--- config.mk ---
export PLATFORM = sky130hd
export DESIGN_NAME = tv80_bus_ctrl
export DESIGN_NICKNAME = d
export VERILOG_FILES = /design/src/rtl/tv80_bus_ctrl.sv
export SDC_FILE = /design/constraint.sdc
export NUM_CORES = 1
export LEC_CHECK = 0
export CAP_MARGIN = 15
export CORE_MARGIN = 1.5
export CORE_UTILIZATION = 38
export DETAILED_ROUTE_END_ITERATION = 10
export PLACE_DENSITY_LB_ADDON = 0.2
export SETUP_SLACK_MARGIN = 0.15
export SLEW_MARGIN = 10
export SYNTH_ARGS = -nofsm -noshare
export SYNTH_HDL_FRONTEND = slang
export SYNTH_SLANG_ARGS = --single-unit
--- constraint.sdc ---
create_clock -name clk -period 2.6 [get_ports clk]
set_input_delay 0.39 -clock clk [delete_from_list [all_inputs] [get_ports clk]]
set_output_delay 0.39 -clock clk [all_outputs]
set_load 0.01 [all_outputs]
--- src/rtl/tv80_bus_ctrl.sv ---
// TV80 bus controller: turns the core's M-cycle/T-state status into registered
// Z80-style bus strobes, holds read data for the core, and inserts wait states.
//
// Wait FSM
//   state   | meaning
//   --------+----------------------------------------------------------
//   W_IDLE  | no wait pending, cnt is zero
//   W_LOAD  | cnt just loaded at the T1 edge of a fetch/memory/IO cycle
//   W_COUNT | cnt decrementing once per cen edge while the core sits in T2
module tv80_bus_ctrl #(
    parameter int M1_WAIT  = 0,
    parameter int MEM_WAIT = 0,
    parameter int IO_WAIT  = 0
) (
    input  logic        clk,
    input  logic        reset_n,
    input  logic        cen,
    input  logic        m1_n,
    input  logic        iorq,
    input  logic        no_read,
    input  logic        write,
    input  logic        rfsh_n,
    input  logic        intcycle_n,
    input  logic        busak_n,
    input  logic [6:0]  mc,
    input  logic [6:0]  ts,
    input  logic [15:0] A,
    input  logic [7:0]  dout,
    output logic [7:0]  core_di,
    output logic        core_wait_n,
    output logic        mreq_n,
    output logic        iorq_n,
    output logic        rd_n,
    output logic        wr_n,
    output logic [15:0] bus_a,
    output logic [7:0]  bus_do,
    input  logic [7:0]  bus_di,
    input  logic        ext_wait_n
);

    typedef enum logic [2:0] {C_NONE, C_FETCH, C_INTA, C_MEM, C_IO} cyc_t;
    typedef enum logic [1:0] {W_IDLE, W_LOAD, W_COUNT} wstate_t;

    localparam logic [3:0] M1_W  = 4'(M1_WAIT);
    localparam logic [3:0] MEM_W = 4'(MEM_WAIT);
    localparam logic [3:0] IO_W  = 4'(IO_WAIT);

    cyc_t       cls_now, cls_q, cls;
    logic       wr_q, wr;
    logic [3:0] strobe_d;          // {mreq_n, iorq_n, rd_n, wr_n}
    wstate_t    state, state_d;
    logic [3:0] cnt, cnt_d;
    logic [3:0] wait_val;
    logic       load_cls;
    logic       unused_inputs;

    // Only mc[0] and ts[0..2] carry information this stage needs.
    assign unused_inputs = ^{m1_n, mc[6:1], ts[6:3]};

    assign bus_a       = A;
    assign core_wait_n = (cnt == 4'd0) & ext_wait_n;

    // Classify the cycle from the live status; only meaningful at T1.
    always_comb begin
        cls_now = C_NONE;
        if (mc[0])
            cls_now = intcycle_n ? C_FETCH : C_INTA;
        else if (iorq)
            cls_now = C_IO;
        else if (write | ~no_read)
            cls_now = C_MEM;
    end

    // At T1 the class is still being latched, so use the live one there.
    assign cls = ts[0] ? cls_now : cls_q;
    assign wr  = ts[0] ? write   : wr_q;

    // Strobe decode for the current T-state; write wins over read.
    always_comb begin
        strobe_d = 4'b1111;
        unique case (cls)
            C_FETCH: begin
                if (ts[0] | ts[1])
                    strobe_d = 4'b0101;
                else if (ts[2] && !rfsh_n)
                    strobe_d = 4'b0111;
            end
            C_INTA: begin
                if (ts[1] | ts[2])
                    strobe_d = 4'b1011;
            end
            C_MEM, C_IO: begin
                if (ts[0] | ts[1]) begin
                    if (cls == C_MEM)
                        strobe_d[3] = 1'b0;
                    else
                        strobe_d[2] = 1'b0;
                    if (wr)
                        strobe_d[0] = ~ts[1];
                    else
                        strobe_d[1] = 1'b0;
                end
            end
            default: ;
        endcase
        if (!busak_n)
            strobe_d = 4'b1111;
    end

    // Wait-state counter next-state logic.
    always_comb begin
        load_cls = (cls_now == C_FETCH) | (cls_now == C_MEM) | (cls_now == C_IO);
        unique case (cls_now)
            C_FETCH: wait_val = M1_W;
            C_MEM:   wait_val = MEM_W;
            C_IO:    wait_val = IO_W;
            default: wait_val = 4'd0;
        endcase
        state_d = state;
        cnt_d   = cnt;
        if (!busak_n) begin
            state_d = W_IDLE;
            cnt_d   = 4'd0;
        end else if (ts[0] && load_cls) begin
            state_d = W_LOAD;
            cnt_d   = wait_val;
        end else begin
            unique case (state)
                W_LOAD, W_COUNT: begin
                    if (cnt == 4'd0) begin
                        state_d = W_IDLE;
                    end else if (ts[1]) begin
                        state_d = W_COUNT;
                        cnt_d   = cnt - 4'd1;
                    end
                end
                default: ;
            endcase
        end
    end

    // Wait FSM state register.
    always_ff @(posedge clk or negedge reset_n) begin
        if (!reset_n) begin
            state <= W_IDLE;
            cnt   <= 4'd0;
        end else if (cen) begin
            state <= state_d;
            cnt   <= cnt_d;
        end
    end

    // Registered strobes, latched cycle class and data registers.
    always_ff @(posedge clk or negedge reset_n) begin
        if (!reset_n) begin
            {mreq_n, iorq_n, rd_n, wr_n} <= 4'b1111;
            cls_q   <= C_NONE;
            wr_q    <= 1'b0;
            core_di <= 8'h00;
            bus_do  <= 8'h00;
        end else if (cen) begin
            {mreq_n, iorq_n, rd_n, wr_n} <= strobe_d;
            if (ts[0]) begin
                cls_q <= cls_now;
                wr_q  <= write;
            end
            if (ts[0] && !mc[0] && write)
                bus_do <= dout;
            if (ts[1] && core_wait_n && !rd_n)
                core_di <= bus_di;
        end
    end

endmodule

==> metrics.cfg, run 1 <==
[place]
hpwl_um = 2790
dpl.cell_count = 242
place.gp.congestion = 0.860
place_ws_ns = 0.432
placed_cell_area_um2 = 2090
port_buffers = 50

[global_routing]
grt.total_usage_pct = 17.1
first_global_vias = 1277
antenna_found_initial = 0
grt_max_degree = 31
grt_overflow = 0
grt_pass1_wl_um = 5820

[floorplanning]
start_util_pct = 39.8
core_area_um2 = 4060
die_w_um = 68.2
die_h_um = 68.2
dieArea_um2 = 4650
core.rowCount = 23
pin_count = 94

[power]
power_density_nw_per_um2 = 615
switching_share_pct = 26.2
internal_power_uw = 994
p_clk_share_pct = 28.0
seqPwrFrac_pct = 44.0
leakage_uw = 0.000947
combPwrFrac_pct = 28.0
irDropWorstVdd_v = 0.000326
p_switching_uw = 354

[logic_synthesis]
synthArstFlopShare_pct = 100
syn-mean-instance-area_um2 = 10.4
synth-compound-area-share_pct = 13.6
synthSimpleGateAreaFrac_pct = 14.7
synth_top_cells_by_area = dfrtp_1 40%, mux2_2 12%, buf_4 7.4%
yosysWarnings = 0
yosysSeqAreaShare_pct = 46.8
synth_ff_type = dfrtp_1
synthAdderAreaFrac_pct = 0.775
syn_area_um2 = 1620
synth.area.mux_share_pct = 13.1
synthXorXnorAreaFrac_pct = 0.542
synth_top_family_by_area = simple AND/OR/NAND/NOR gates
synth_edf_count = 0
synthCells = 155
syn_nets = 213
synth.distinct_cells = 42
synth_top_area_cell = dfrtp_1
synth_top_area_share_pct = 40.3
yosys_register_bits = 30

[route]
route.detailed.drc = 0
antenna_left = 0
drt_iter0_markers = 69
routed_wl_um = 3740
post_drt_via_cell_ratio = 5.36
wl_per_cell_um = 15.0
vias = 1339
first_pass_iters = 4

[clock_network]
cts_tree = yes
clk_pin_slew_ns = 0.06
clock_latency_ns = 0.27
clk_path_buf_depth = 2
htreeDepth = 2
cts_hold_buf = 0
clock_sinks = 30
cts_root_buf = clkbuf_8
post-cts-setup-buffers = 0
cts_buffers = 5

[hold_path]
min_path_type = flip-flop to flip-flop
holdCritStartpoint = iorq_n

[worst_setup_path]
r2r-start = cnt[0]
critPathArrivalTime_ns = 1.92
endpoint_kind = output pin
path_class = flip-flop to output pin
path_cells = inv_1 -> ha_1 -> nor3b_4 -> and2_4 -> clkdlybuf4s50_1
startpoint_type = flip-flop
crit_path_max_fanout = 5
startpoint = cnt[0]
cpPeakStageDelay_ns = 0.52
crit_path_top_delay_cell = clkdlybuf4s50_1
worst_ep_required_time_ns = 2.21

[finish]
drive_gt1_share_pct = 19.5
post-route-util_pct = 54.0
fin_nets = 257
stdcell_area_um2 = 2190
syn_to_final_growth_pct = 35.6
multi_input_area_um2 = 697
final_cell_mix = 50 x clkdlybuf4s50_1, 26 x dfrtp_1, 17 x mux2_2
ff_latch_area_um2 = 756
n_antenna_cell = 0
final_cells = 250
final_common_cell = clkdlybuf4s50_1
num-fill-cells = 340

[outcome]
status = finished, final reports clean

[timing]
period_needed_ns = 2.31
fin_skew_ns = 0.00429
tightest_slew_ns = 0.457
rsz0062_at_grt = false
slew_viol_final = 0
period_share_pct = 88.9
fin_setup_tns_ns = 0
setup_ws_ns = 0.289
setup_violations = 0
relSlewSlack_pct = 68.7
hold_viol = 0
max_freq_mhz = 433

[flow_run]
cap_violations = 0

layer usage:
metal,up-vias,wire length [um],global-route usage [%]
li1,628,-,-
met1,639,1580,19.9
met2,58,1790,28.2
met3,14,278,5.92
met4,0,99,7.75
met5,-,0,0
cells by family after synthesis:
logic type,count (synthesis)
flops,30
buf+inv,29
simple gates,42
mux,19
fa+ha+maj,1
compound gates,33
xor+xnor,1
final timing paths:
path,to,slack [ns],depth (start not counted)
worst min register to register,iorq_n,0.49,2
min in group asynchronous,cnt[2],0.50,2
worst max register to register,core_di[1],0.62,7
worst max-delay path,core_wait_n,0.29,5
max in group asynchronous,iorq_n,1.77,2
worst min-delay path,iorq_n,0.49,2
cells in the mapped netlist, types with 2 or more instances:
master,count
dfrtp_1,26
mux2_2,17
buf_4,16
nand2_1,14
o21ai_0,12
inv_1,10
nor2_1,8
dfstp_2,4
a21oi_1,3
clkbuf_1,3
nor3_1,3
a211o_1,2
a32oi_1,2
mux2i_1,2
nand4_1,2
nor2b_1,2
nor3b_1,2
nor4_1,2
o211ai_1,2
through the flow:
| stage | hold WS [ns] | power, uW |
|---|---|---|
| CTS | 0.495 | 1370 |
| detailed placement | 0.486 | 980 |
| global route | 0.516 | 1430 |
| finish | 0.495 | 1350 |
| floorplan | 0.0944 | 773 |
| global placement | 0.485 | 967 |
final cells by class:
cell class,instances,area share [%]
Inverter,10,1.71
Sequential cell,30,34.5
Clock buffer,7,3.94
Multi-Input combinational cell,96,31.8
Tap cell,50,2.86
Clock inverter,1,0.229
Timing Repair Buffer,56,24.9
power groups by stage:
stage	registers, uW	clock network, uW	logic, uW
final	593	377	377
after detailed placement	601	0	379
after floorplan	630	0	143
after global placement	596	0	371
after global routing	604	414	408
after CTS	593	392	381
timing repair:
action                                  4_1_cts  5_1_grt
resized for setup                             0        1
endpoints found under the setup margin        0        1
hold endpoints to repair                      0        0
worst max-delay path, delay by kind of cell, from the launching register on:
kind / cells / cell delay [ns]
buf+inv: 2 / 0.59
simple gates: 2 / 0.48
flops: 1 / 0.41
fa+ha+maj: 1 / 0.17
flip-flops by register name (all words and copies together), names as in the netlist:
signal,count
core_di,8
wr_q,1
state,2
cls_q,3
rd_n,1
iorq_n,1
wr_n,1
bus_do,8
mreq_n,1
cnt,4
No activity file was read; power rests on OpenSTA's default activity.
==> run 2, diff against run 1 <==
--- a/config.mk
+++ b/config.mk
@@ -5,10 +5,11 @@
 export SDC_FILE = /design/constraint.sdc
 export NUM_CORES = 1
 export LEC_CHECK = 0
-export CAP_MARGIN = 15
+export CAP_MARGIN = 10
 export CORE_MARGIN = 1.5
 export CORE_UTILIZATION = 38
 export DETAILED_ROUTE_END_ITERATION = 10
+export GPL_ROUTABILITY_DRIVEN = 0
 export PLACE_DENSITY_LB_ADDON = 0.2
 export SETUP_SLACK_MARGIN = 0.15
 export SLEW_MARGIN = 10
==> results of run 2 <==
Same layout as run 1: the final DEF is identical, and so are final timing and power.
==> run 3, diff against run 2 <==
--- a/config.mk
+++ b/config.mk
@@ -8,6 +8,7 @@
 export CAP_MARGIN = 10
 export CORE_MARGIN = 1.5
 export CORE_UTILIZATION = 38
+export CTS_BUF_LIST = sky130_fd_sc_hd__clkbuf_4 sky130_fd_sc_hd__clkbuf_8 sky130_fd_sc_hd__clkbuf_16
 export DETAILED_ROUTE_END_ITERATION = 10
 export GPL_ROUTABILITY_DRIVEN = 0
 export PLACE_DENSITY_LB_ADDON = 0.2
==> constraint.sdc (replaced) <==
create_clock -name clk -period 2.6 [get_ports clk]
set_input_delay 0.39 -clock clk [delete_from_list [all_inputs] [get_ports clk]]
set_output_delay 0.39 -clock clk [all_outputs]
set_load 0.02 [all_outputs]
==> run 3 against run 2 <==
Effect of this change: critical endpoint unchanged; routed wire length decreased by 3.0%; clock-buffer cell count decreased by 2; critical path depth unchanged; final cell count unchanged.
==> metrics.cfg, run 3 (synthesis results as in run 1) <==
[timing]
relSlewSlack_pct = 69.7
period_needed_ns = 2.28
hold_viol = 0
rsz0062_at_grt = false
setup_ws_ns = 0.323
fin_skew_ns = 0.00453
tightest_slew_ns = 0.442
setup_violations = 0
slew_viol_final = 0
fin_setup_tns_ns = 0
max_freq_mhz = 439
period_share_pct = 87.6

[finish]
final_common_cell = clkdlybuf4s50_1
final_cell_mix = 50 x clkdlybuf4s50_1, 26 x dfrtp_1, 17 x mux2_2
syn_to_final_growth_pct = 35.2
fin_nets = 258
reg.largest.list = bus_do (8), core_di (8), cnt (4)
drive_gt1_share_pct = 20.0
final_cells = 250
n_antenna_cell = 0

[clock_network]
clk_path_buf_depth = 2
clk_pin_slew_ns = 0.06
clock_latency_ns = 0.28
cts_root_buf = clkbuf_8
cts_tree = yes
clock_sinks = 30
htreeDepth = 2
cts_buffers = 5

[place]
dpl.cell_count = 242
hpwl_um = 2730
place_ws_ns = 0.435
port_buffers = 50

[worst_setup_path]
startpoint_type = flip-flop
critPathArrivalTime_ns = 1.89
endpoint_kind = output pin
path_class = flip-flop to output pin
worst_ep_required_time_ns = 2.21
r2r_slack_ns = 0.74
crit_path_max_fanout = 4

[global_routing]
antenna_found_initial = 0
grt_pass1_wl_um = 5330
grt_max_degree = 31
grt_overflow = 0
first_global_vias = 1232
grt.total_usage_pct = 15.7

[route]
antenna_left = 0
route.detailed.drc = 0
routed_wl_um = 3630
vias = 1323
drt_iter0_markers = 49
post_drt_via_cell_ratio = 5.29
first_pass_iters = 4
wl_per_cell_um = 14.5

[floorplanning]
dieArea_um2 = 4650
core_area_um2 = 4060
die_h_um = 68.2
core.rowCount = 23
pin_count = 94
die_w_um = 68.2
start_util_pct = 39.8

[power]
power_density_nw_per_um2 = 625
finalPower_uw = 1370
irDropWorstVdd_v = 0.000428
leakage_uw = 0.000947

[flow_run]
cap_violations = 0

[outcome]
status = finished, final reports clean

[hold_path]
min_path_type = flip-flop to flip-flop

==> run 3: changes by cell type in the layout (fill, tap and decap cells not counted), sizes merged <==
cell | previous run | this run
buf | 6 | 7
clkbuf | 7 | 5
clkinv | 1 | 2
==> run 3: worst max-delay path, cell delays in order (launching register included) <==
cell,delay (ns)
dfrtp_1,0.41
inv_1,0.07
ha_1,0.18
nor3b_4,0.20
and2_4,0.17
clkdlybuf4s50_1,0.59
==> run 3: area by class of cell <==
type	count	area [um^2]
clock buffer	5	68.8
clock inverter	2	10.0
fill	348	1870
inverter	10	37.5
multi-input combinational	96	697
sequential	30	756
tap	50	62.6
timing repair buffer	57	553
==> run 3: per-layer routing <==
metal | share of wire (%) | track usage (%) | wire [um]
met3 | 8.1 | 5.43 | 294
met2 | 48 | 26.0 | 1730
met5 | 0 | 0 | 0
met1 | 42 | 18.1 | 1510
met4 | 2.6 | 7.75 | 95
==> run 3: where the power goes <==
group | switching (uW) | internal, uW
Clock | 165 | 179
Sequential | 45.9 | 548
Combinational | 195 | 233
==> run 3: stage by stage <==
| step | hold WS [ns] | util (%) | instance area [um^2] |
|---|---|---|---|
| 6_report | 0.485 | 53.8 | 2180 |
| 5_1_grt | 0.516 | 53.8 | 2180 |
| 4_1_cts | 0.486 | 53.5 | 2170 |
| 3_5_place_dp | 0.477 | 51.6 | 2090 |
| 3_3_place_gp | 0.485 | 51.6 | 2090 |
| 2_1_floorplan | 0.0944 | - | 1620 |
==> run 3: timing repair <==
| action | in CTS | in global routing |
|---|---|---|
| hold buffers | 0 | 0 |
| setup buffers | 0 | 1 |
| gates resized for setup | 0 | 1 |
| setup endpoints to repair | 0 | 1 |
==> run 3: final timing paths <==
kind | endpoint | cells past startpoint | startpoint
hold / removal | iorq_n | 2 | iorq_n
setup reg to reg | core_di[1] | 7 | cnt[0]
setup / recovery | core_wait_n | 5 | cnt[0]
min in group asynchronous | cnt[2] | 2 | reset_n
hold reg to reg | iorq_n | 2 | iorq_n
max in group asynchronous | mreq_n | 2 | reset_n
